### config.mk
export PLATFORM = sky130hd
export DESIGN_NAME = rtc_subclock
export DESIGN_NICKNAME = d
export VERILOG_FILES = /design/src/rtl/rtc_subclock.sv
export SDC_FILE = /design/constraint.sdc
export NUM_CORES = 1
export LEC_CHECK = 0
export ABC_CLOCK_PERIOD_IN_PS = 4380
export CORE_MARGIN = 2
export CORE_UTILIZATION = 45
export DETAILED_ROUTE_END_ITERATION = 10
export GPL_TIMING_DRIVEN = 0
export PLACE_DENSITY = 0.67
export SLEW_MARGIN = 20
export SYNTH_ARGS = -nofsm -noshare
export SYNTH_HDL_FRONTEND = slang
export SYNTH_SLANG_ARGS = --single-unit
### constraint.sdc
create_clock -name i_clk -period 4.38 [get_ports i_clk]
set_input_delay 0.657 -clock i_clk [delete_from_list [all_inputs] [get_ports i_clk]]
set_output_delay 0.657 -clock i_clk [all_outputs]
set_load 0.02 [all_outputs]
### src/rtl/rtc_subclock.sv
// rtc_subclock: phase-accumulating sub-second clock with optional GPS discipline.
//
// A 32-bit phase counter advances by a programmable step every cycle. Changes
// in its top LGSUBCK bits produce the sub-second tick, and a carry out of the
// top bit produces the once-per-second strobe. A GPS PPS marker can realign
// the phase, and a small FSM tracks how close the free-running phase was to
// the GPS edge.
//
//   state  | meaning
//   -------+-----------------------------------------------------------------
//   FREE   | free-running, no GPS discipline (or lost it)
//   ACQ    | GPS seen, phase error outside the lock window
//   LOCKED | last realign landed within +/- one 2^-8 s of the local second
//
// Register map: addr 0 = STEP (writes of zero ignored), addr 1 = CTRL
// (bit 0 = sync_en; readback {err[31:24], 20'h0, state, 1'b0, sync_en}).

module rtc_subclock #(
    parameter int          LGSUBCK      = 2,
    parameter logic [31:0] DEFAULT_STEP = 32'h0000_002b,
    parameter logic        OPT_GPS      = 1'b1
) (
    input  logic        i_clk,
    input  logic        i_reset,
    input  logic        i_wr,
    input  logic        i_addr,
    input  logic [31:0] i_data,
    input  logic        i_gps_pps,
    output logic [31:0] o_data,
    output logic        o_sub_ck,
    output logic        o_pps,
    output logic        o_locked
);

    typedef enum logic [1:0] {
        ST_FREE   = 2'b00,
        ST_ACQ    = 2'b01,
        ST_LOCKED = 2'b10
    } state_t;

    state_t      state_q;
    state_t      state_d;
    logic [1:0]  state_bits;

    logic [31:0] ctr;
    logic [31:0] step;
    logic        sync_en;
    logic [7:0]  err_hi;
    logic [1:0]  miss;

    logic [32:0] sum;
    logic        nat_pps;
    logic        nat_sub;
    logic        realign;
    logic        in_window;
    logic        wr_step;
    logic        wr_ctrl;
    logic [31:0] ctrl_word;

    // Only the top byte of the captured phase error is ever read back, so
    // only that byte is stored.
    assign sum        = {1'b0, ctr} + {1'b0, step};
    assign nat_pps    = sum[32];
    assign nat_sub    = sum[32] || (sum[31:32-LGSUBCK] != ctr[31:32-LGSUBCK]);
    assign realign    = OPT_GPS && sync_en && i_gps_pps;
    assign in_window  = (ctr[31:24] == 8'hff) || (ctr[31:24] == 8'h00);
    assign wr_step    = i_wr && !i_addr && (i_data != 32'h0);
    assign wr_ctrl    = i_wr && i_addr;
    assign state_bits = state_q;
    assign ctrl_word  = {err_hi, 20'h0, state_bits, 1'b0, sync_en};
    assign o_locked   = (state_q == ST_LOCKED);

    // FSM state register.
    always_ff @(posedge i_clk or posedge i_reset) begin
        if (i_reset)
            state_q <= ST_FREE;
        else
            state_q <= state_d;
    end

    // FSM next state: disabling sync wins, then realign, then the watchdog.
    always_comb begin
        state_d = state_q;
        if (!OPT_GPS) begin
            state_d = ST_FREE;
        end else if (wr_ctrl && !i_data[0]) begin
            state_d = ST_FREE;
        end else if (realign) begin
            case (state_q)
                ST_FREE:   state_d = ST_ACQ;
                ST_ACQ,
                ST_LOCKED: state_d = in_window ? ST_LOCKED : ST_ACQ;
                default:   state_d = ST_FREE;
            endcase
        end else if (nat_pps && (miss != 2'd0)) begin
            // this natural second brings the miss count to two
            state_d = ST_FREE;
        end
    end

    // Phase counter; a realign restarts it one step past the GPS edge and
    // records where the local phase was.
    always_ff @(posedge i_clk or posedge i_reset) begin
        if (i_reset) begin
            ctr    <= 32'h0;
            err_hi <= 8'h0;
        end else begin
            ctr <= realign ? step : sum[31:0];
            if (realign)
                err_hi <= ctr[31:24];
        end
    end

    // Configuration registers and the missed-GPS watchdog counter.
    always_ff @(posedge i_clk or posedge i_reset) begin
        if (i_reset) begin
            step    <= DEFAULT_STEP;
            sync_en <= 1'b0;
            miss    <= 2'd0;
        end else begin
            if (wr_step)
                step <= i_data;
            if (wr_ctrl)
                sync_en <= i_data[0];
            if (realign)
                miss <= 2'd0;
            else if (nat_pps && (miss != 2'd2))
                miss <= miss + 2'd1;
        end
    end

    // Registered strobes; a realign absorbs any natural carry in the same cycle.
    always_ff @(posedge i_clk or posedge i_reset) begin
        if (i_reset) begin
            o_sub_ck <= 1'b0;
            o_pps    <= 1'b0;
        end else begin
            o_sub_ck <= realign || nat_sub;
            o_pps    <= realign || nat_pps;
        end
    end

    // Registered readback mux.
    always_ff @(posedge i_clk or posedge i_reset) begin
        if (i_reset)
            o_data <= 32'h0;
        else
            o_data <= i_addr ? ctrl_word : step;
    end

endmodule

==> results of run 1 <==
[worst register-to-register path: cells and delay by family, from the launching register on]
| family | cells | cell delay (ns) |
|---|---|---|
| fa+ha+maj | 2 | 0.59 |
| simple gates | 2 | 0.45 |
| compound gates | 7 | 1.58 |
| flops | 1 | 0.56 |
| buf+inv | 1 | 0.07 |
[worst paths after layout]
| check | from | end | slack, ns | cells after the start |
|---|---|---|---|---|
| worst min register to register | err_hi[6] | err_hi[6] | 0.48 | 2 |
| max in group asynchronous | i_reset | step[5] | 3.01 | 3 |
| min in group asynchronous | i_reset | err_hi[6] | 0.66 | 2 |
| worst max-delay path | step[0] | state_bits[0] | 1.00 | 12 |
| worst max register to register | step[0] | state_bits[0] | 1.00 | 12 |
| worst min-delay path | err_hi[6] | err_hi[6] | 0.48 | 2 |
[layout make-up]
class                      instances  area [um2]
timing repair buffer              71         728
sequential                       111        2780
tap                              172         215
clock inverter                     5         105
fill                            1112        5500
buffer                            18        67.6
inverter                          14        57.6
multi-input combinational        417        2920
clock buffer                      11         243
[state kept, by name, indices dropped and copies added, names as in the netlist]
signal	flops
state_bits	2
o_data	32
ctr	32
sync_en	1
o_sub_ck	1
miss	2
err_hi	8
step	32
o_pps	1
[power breakdown]
group          switching [W]  internal [W]
clock network       0.000372      0.000575
logic                0.00127       0.00105
registers           0.000186       0.00134
total                0.00183       0.00297
[cells in the final DEF, fill, tap and decap left out, drive strengths merged, types with 3 or more instances in the layout]
cell,Yosys,layout
nor2,33,33
a21o,10,10
nand2b,4,4
a211oi,3,3
xnor2,8,8
dfstp,4,4
nand3,13,13
ha,37,37
o31ai,3,3
and2,3,3
nand4,6,6
nor4,10,10
buf,3,4
nor3,5,5
nand2,60,60
inv,14,14
o21a,7,7
a21oi,53,53
mux2,45,45
or2b,3,3
and4,4,4
o21ai,30,30
clkdlybuf4s50,0,70
bufinv,0,3
nor2b,26,26
a31oi,5,5
xor2,16,16
or3,3,3
clkbuf,15,26
and3,3,3
dfrtp,107,107
[per-layer routing]
| layer | track usage | routed length, um |
|---|---|---|
| met1 | 0.284 | 6480 |
| met2 | 0.346 | 6740 |
| met3 | 0.0523 | 637 |
| met4 | 0.0655 | 266 |
| met5 | 0 | 0 |
[through the flow]
stage,total power (W),setup TNS (ns)
2_1_floorplan,0.00324,0
3_3_place_gp,0.00373,-90.59
3_5_place_dp,0.00383,0
4_1_cts,0.00480,0
5_1_grt,0.00514,0
6_report,0.00480,0
[logic make-up (layout without fill, tap and decap cells)]
kind of cell	after synthesis	count (layout)	share of synthesized area
XOR/XNOR	25	25	0.0402
AND/OR/NAND/NOR	181	181	0.158
multiplexers	45	45	0.0870
AO/OA/AOI/OAI	128	128	0.133
adder cells (fa/ha/maj)	38	38	0.0829
buffers and inverters	32	119	0.0206
flip-flops	111	111	0.478
==> metrics.txt, run 1 <==
CTS tree=built; critical path's largest stage delay=0.56 ns; syn avg cell area=10.4 um2; Final Cell Area=0.00712 mm2; post-synthesis cell type count=58; # setup viols final=0; CP Max Fanout=4; area leader, netlist=dfrtp_1; Async SR Flop Fraction=1.00; crit path max-delay cell type=dfstp_2; WP data arrival=3.60 ns; Nets=717; RSZ-0062 raised after global routing=false; drt wl/cell=17.3 um; Initial Util=0.462; # hold bufs at CTS=0; leakage power=3.06 nW; syn nets=635; Inst Count DP=803; synth top area cells=dfrtp_1 46%, mux2_2 8.7%, ha_1 7.9%; Top Ports=72; fmax=296 MHz; Clock Pin Slew Worst Setup and Hold Paths=0.07 ns; die width=118 um; crit-path cells=ha_1 -> inv_1 -> fa_1 -> nand2b_1 -> a21oi_1 -> o21ai_0 -> o21a_1 -> a21oi_1 -> a31oi_1 -> o21a_1 -> nor2_1 -> o32ai_1; Post-DP Area=0.00677 mm2; DP Wirelength=10.3 mm; PD cells=674 mW/mm2; initial antenna violation count=0; Worst-Margin Slew=0.728 ns; share of cells above drive strength 1=0.127; Synth top area share=0.460; total track usage=0.214; IO Port Bufs=70; #FFs+latches synth=111; Main synth FF type=dfrtp_1; Die Y=118 um; Setup Skew=0.00592 ns; fin worst setup slack=1.00 ns; Via density=5.52; Setup CP Type=reg -> reg; pre-CTS WS=0.652 ns; drt first pass iters=4; CP required=4.60 ns; crit share post-route=0.771; maximum vdd drop=387 uV; Hold Vio Cnt, Final=0; Hold Path Class=reg -> reg; Startpoint Class=flop; Skew-Pair Late Insertion Delay=0.35 ns; PostCTS Resize Cnt=0; Area growth syn-to-layout=22.3%; count leader, synth=dfrtp_1; final WL=14.1 mm; area of the die=0.0139 mm2; fin util=0.564; Worst setup EP type=flop; first-pass GRT wire length=23.4 mm; Synth Instances=560; Core Area=0.0126 mm2; CP Buf/Inv Count=1; Post-Syn Area=0.00582 mm2; status=complete, no violations; Rel. slew slack=0.515; routed via count=4524; CTS Sinks=111; # rows=41; Final GP Congestion=0.858; Tmin final=3.38 ns; sequential-to-total area share from yosys stat=0.478; CTS buffer count=9; Setup Fix Bufs, Post-CTS=0; ANT nets after route=0; count of synthesis-stage warnings from yosys=0; fin. max-slew vios=0; vias in the first global route=4615; MaxCap Viol Count=0; number of remaining DRC errors=0; H-Tree Depth=3; WHS=0.477 ns; grt ovf=0; pin count of the biggest net entering global routing=76; DR iter-0 viols=335; Synth top cells by count=107 x dfrtp_1, 60 x nand2_1, 52 x a21oi_1; fin cells=819; delay-heaviest family, CP=compound AO/OA/AOI/OAI gates; Bufs on Longest Clock Path=2; Post-synth EDFFs=0; n_diodes=0; root buffer cell=clkbuf_16
Power figures use the tool's default switching activity.
==> run 2: changes to the inputs <==
- ABC_CLOCK_PERIOD_IN_PS: 4380 -> 3350
- clock period: 4.38 -> 3.35 ns (I/O delays scaled with it)
==> metrics.txt, run 2 (synthesis results as in run 1) <==
status=complete, no violations; # setup viols final=0; Final GP Congestion=0.866; IO Port Bufs=70; fmax=311 MHz; WP data arrival=3.43 ns; delay-heaviest family, CP=compound AO/OA/AOI/OAI gates; most frequent cells in the layout=107 x dfrtp_1, 70 x clkdlybuf4s50_1, 60 x nand2_1; maximum vdd drop=518 uV; grt ovf=0; initial antenna violation count=0; Setup Fix Bufs, Post-CTS=0; commonest non-fill, non-tap cell in the layout=dfrtp_1; Die Y=118 um; number of remaining DRC errors=0; Hold Path Class=in -> async; Area growth syn-to-layout=22.8%; n_diodes=0; final WL=14.4 mm; Setup CP Type=reg -> reg; total power=0.00618 W; Initial Util=0.462; Skew-Pair Late Insertion Delay=0.36 ns; Rel. slew slack=0.505; biggest regs=ctr: 32 flops, o_data: 32 flops, step: 32 flops; pin count of the biggest net entering global routing=30; ANT nets after route=0; CTS Sinks=111; Top Ports=72; RSZ-0062 raised after global routing=false; CP startpoint=step[0]; Sum Neg Setup Slack=0 ns; Worst-Margin Slew=0.743 ns; CTS tree=built; total track usage=0.215; crit share post-route=0.959; # rows=41; Hold Vio Cnt, Final=0; Setup Skew=0.00794 ns; r2r startpoint=step[0]; cell mode on critical path=o21a_1; Tmin final=3.21 ns; drt wl/cell=17.5 um; vias in the first global route=4720; die width=118 um; routed via count=4569; Via density=5.56; Worst setup EP type=flop; Startpoint Class=flop; Core Area=0.0126 mm2; # hold bufs at CTS=0; PD cells=864 mW/mm2; fin. max-slew vios=0; CP Buf/Inv Count=1; CP Max Fanout=4; Nets=720; critical path's largest stage delay=0.57 ns; CP required=3.57 ns; share of cells above drive strength 1=0.135; Clock Pin Slew Worst Setup and Hold Paths=0.07 ns; root buffer cell=clkbuf_16; PostCTS Resize Cnt=1; crit-path cells=ha_1 -> inv_1 -> fa_1 -> nand2b_1 -> a21oi_1 -> o21ai_1 -> o21a_1 -> a21oi_2 -> a31oi_1 -> o21a_1 -> nor2_2 -> o32ai_1; leakage power=3.08 nW; drt first pass iters=4; Bufs on Longest Clock Path=2; DR iter-0 viols=273; CTS buffer count=9; crit path max-delay cell type=dfstp_2; DP Wirelength=10.6 mm; first-pass GRT wire length=23.5 mm; MaxCap Viol Count=0; area of the die=0.0139 mm2; H-Tree Depth=3
run 2: changes by cell type in the layout (fill, tap and decap cells not counted), sizes merged:
cell / before / now
clkinvlp: 2 / 1
clkbuf: 26 / 28
inv: 14 / 13
bufinv: 3 / 1
clkinv: 0 / 2
buf: 4 / 7
run 2: final timing paths:
path / to / slack [ns] / depth (start not counted)
setup reg to reg: state_bits[0] / 0.14 / 12
hold reg to reg: err_hi[4] / 0.49 / 2
max in group asynchronous: step[30] / 2.23 / 4
setup / recovery: state_bits[0] / 0.14 / 12
hold / removal: o_data[10] / 0.48 / 2
min in group i_clk: err_hi[4] / 0.49 / 2
run 2: layout make-up:
cell class | instances | area (um2)
clock inverters | 3 | 40.0
well taps | 172 | 215
plain buffers | 18 | 67.6
multi-input cells | 417 | 2930
clock buffers | 13 | 270
inverters | 14 | 56.3
flip-flops and latches | 111 | 2780
fillers | 1157 | 5470
repair buffers | 74 | 788
run 2: metrics by stage:
step | utilization | std cells | cell area, um2 | setup slack [ns] | hold WS [ns]
after floorplan | - | 560 | 5830 | 0.680 | 0.440
after global placement | 0.534 | 802 | 6740 | -0.166 | 0.454
after detailed placement | 0.541 | 806 | 6830 | -0.177 | 0.460
after CTS | 0.566 | 822 | 7140 | 0.0678 | 0.483
after global routing | 0.567 | 822 | 7150 | 0.000800 | 0.498
final | 0.567 | 822 | 7150 | 0.138 | 0.484
run 2: power breakdown:
part           switching [W]  internal (W)  leakage (nW)
logic                0.00166       0.00139          1.59
registers           0.000247       0.00175          1.33
clock network       0.000484      0.000640         0.156
run 2: per-layer routing:
layer,up-vias,track usage,share of wire
met4,0,0.0821,0.018
met3,19,0.0480,0.042
met1,2280,0.278,0.46
met5,-,0,0
met2,103,0.354,0.48
li1,2167,-,-
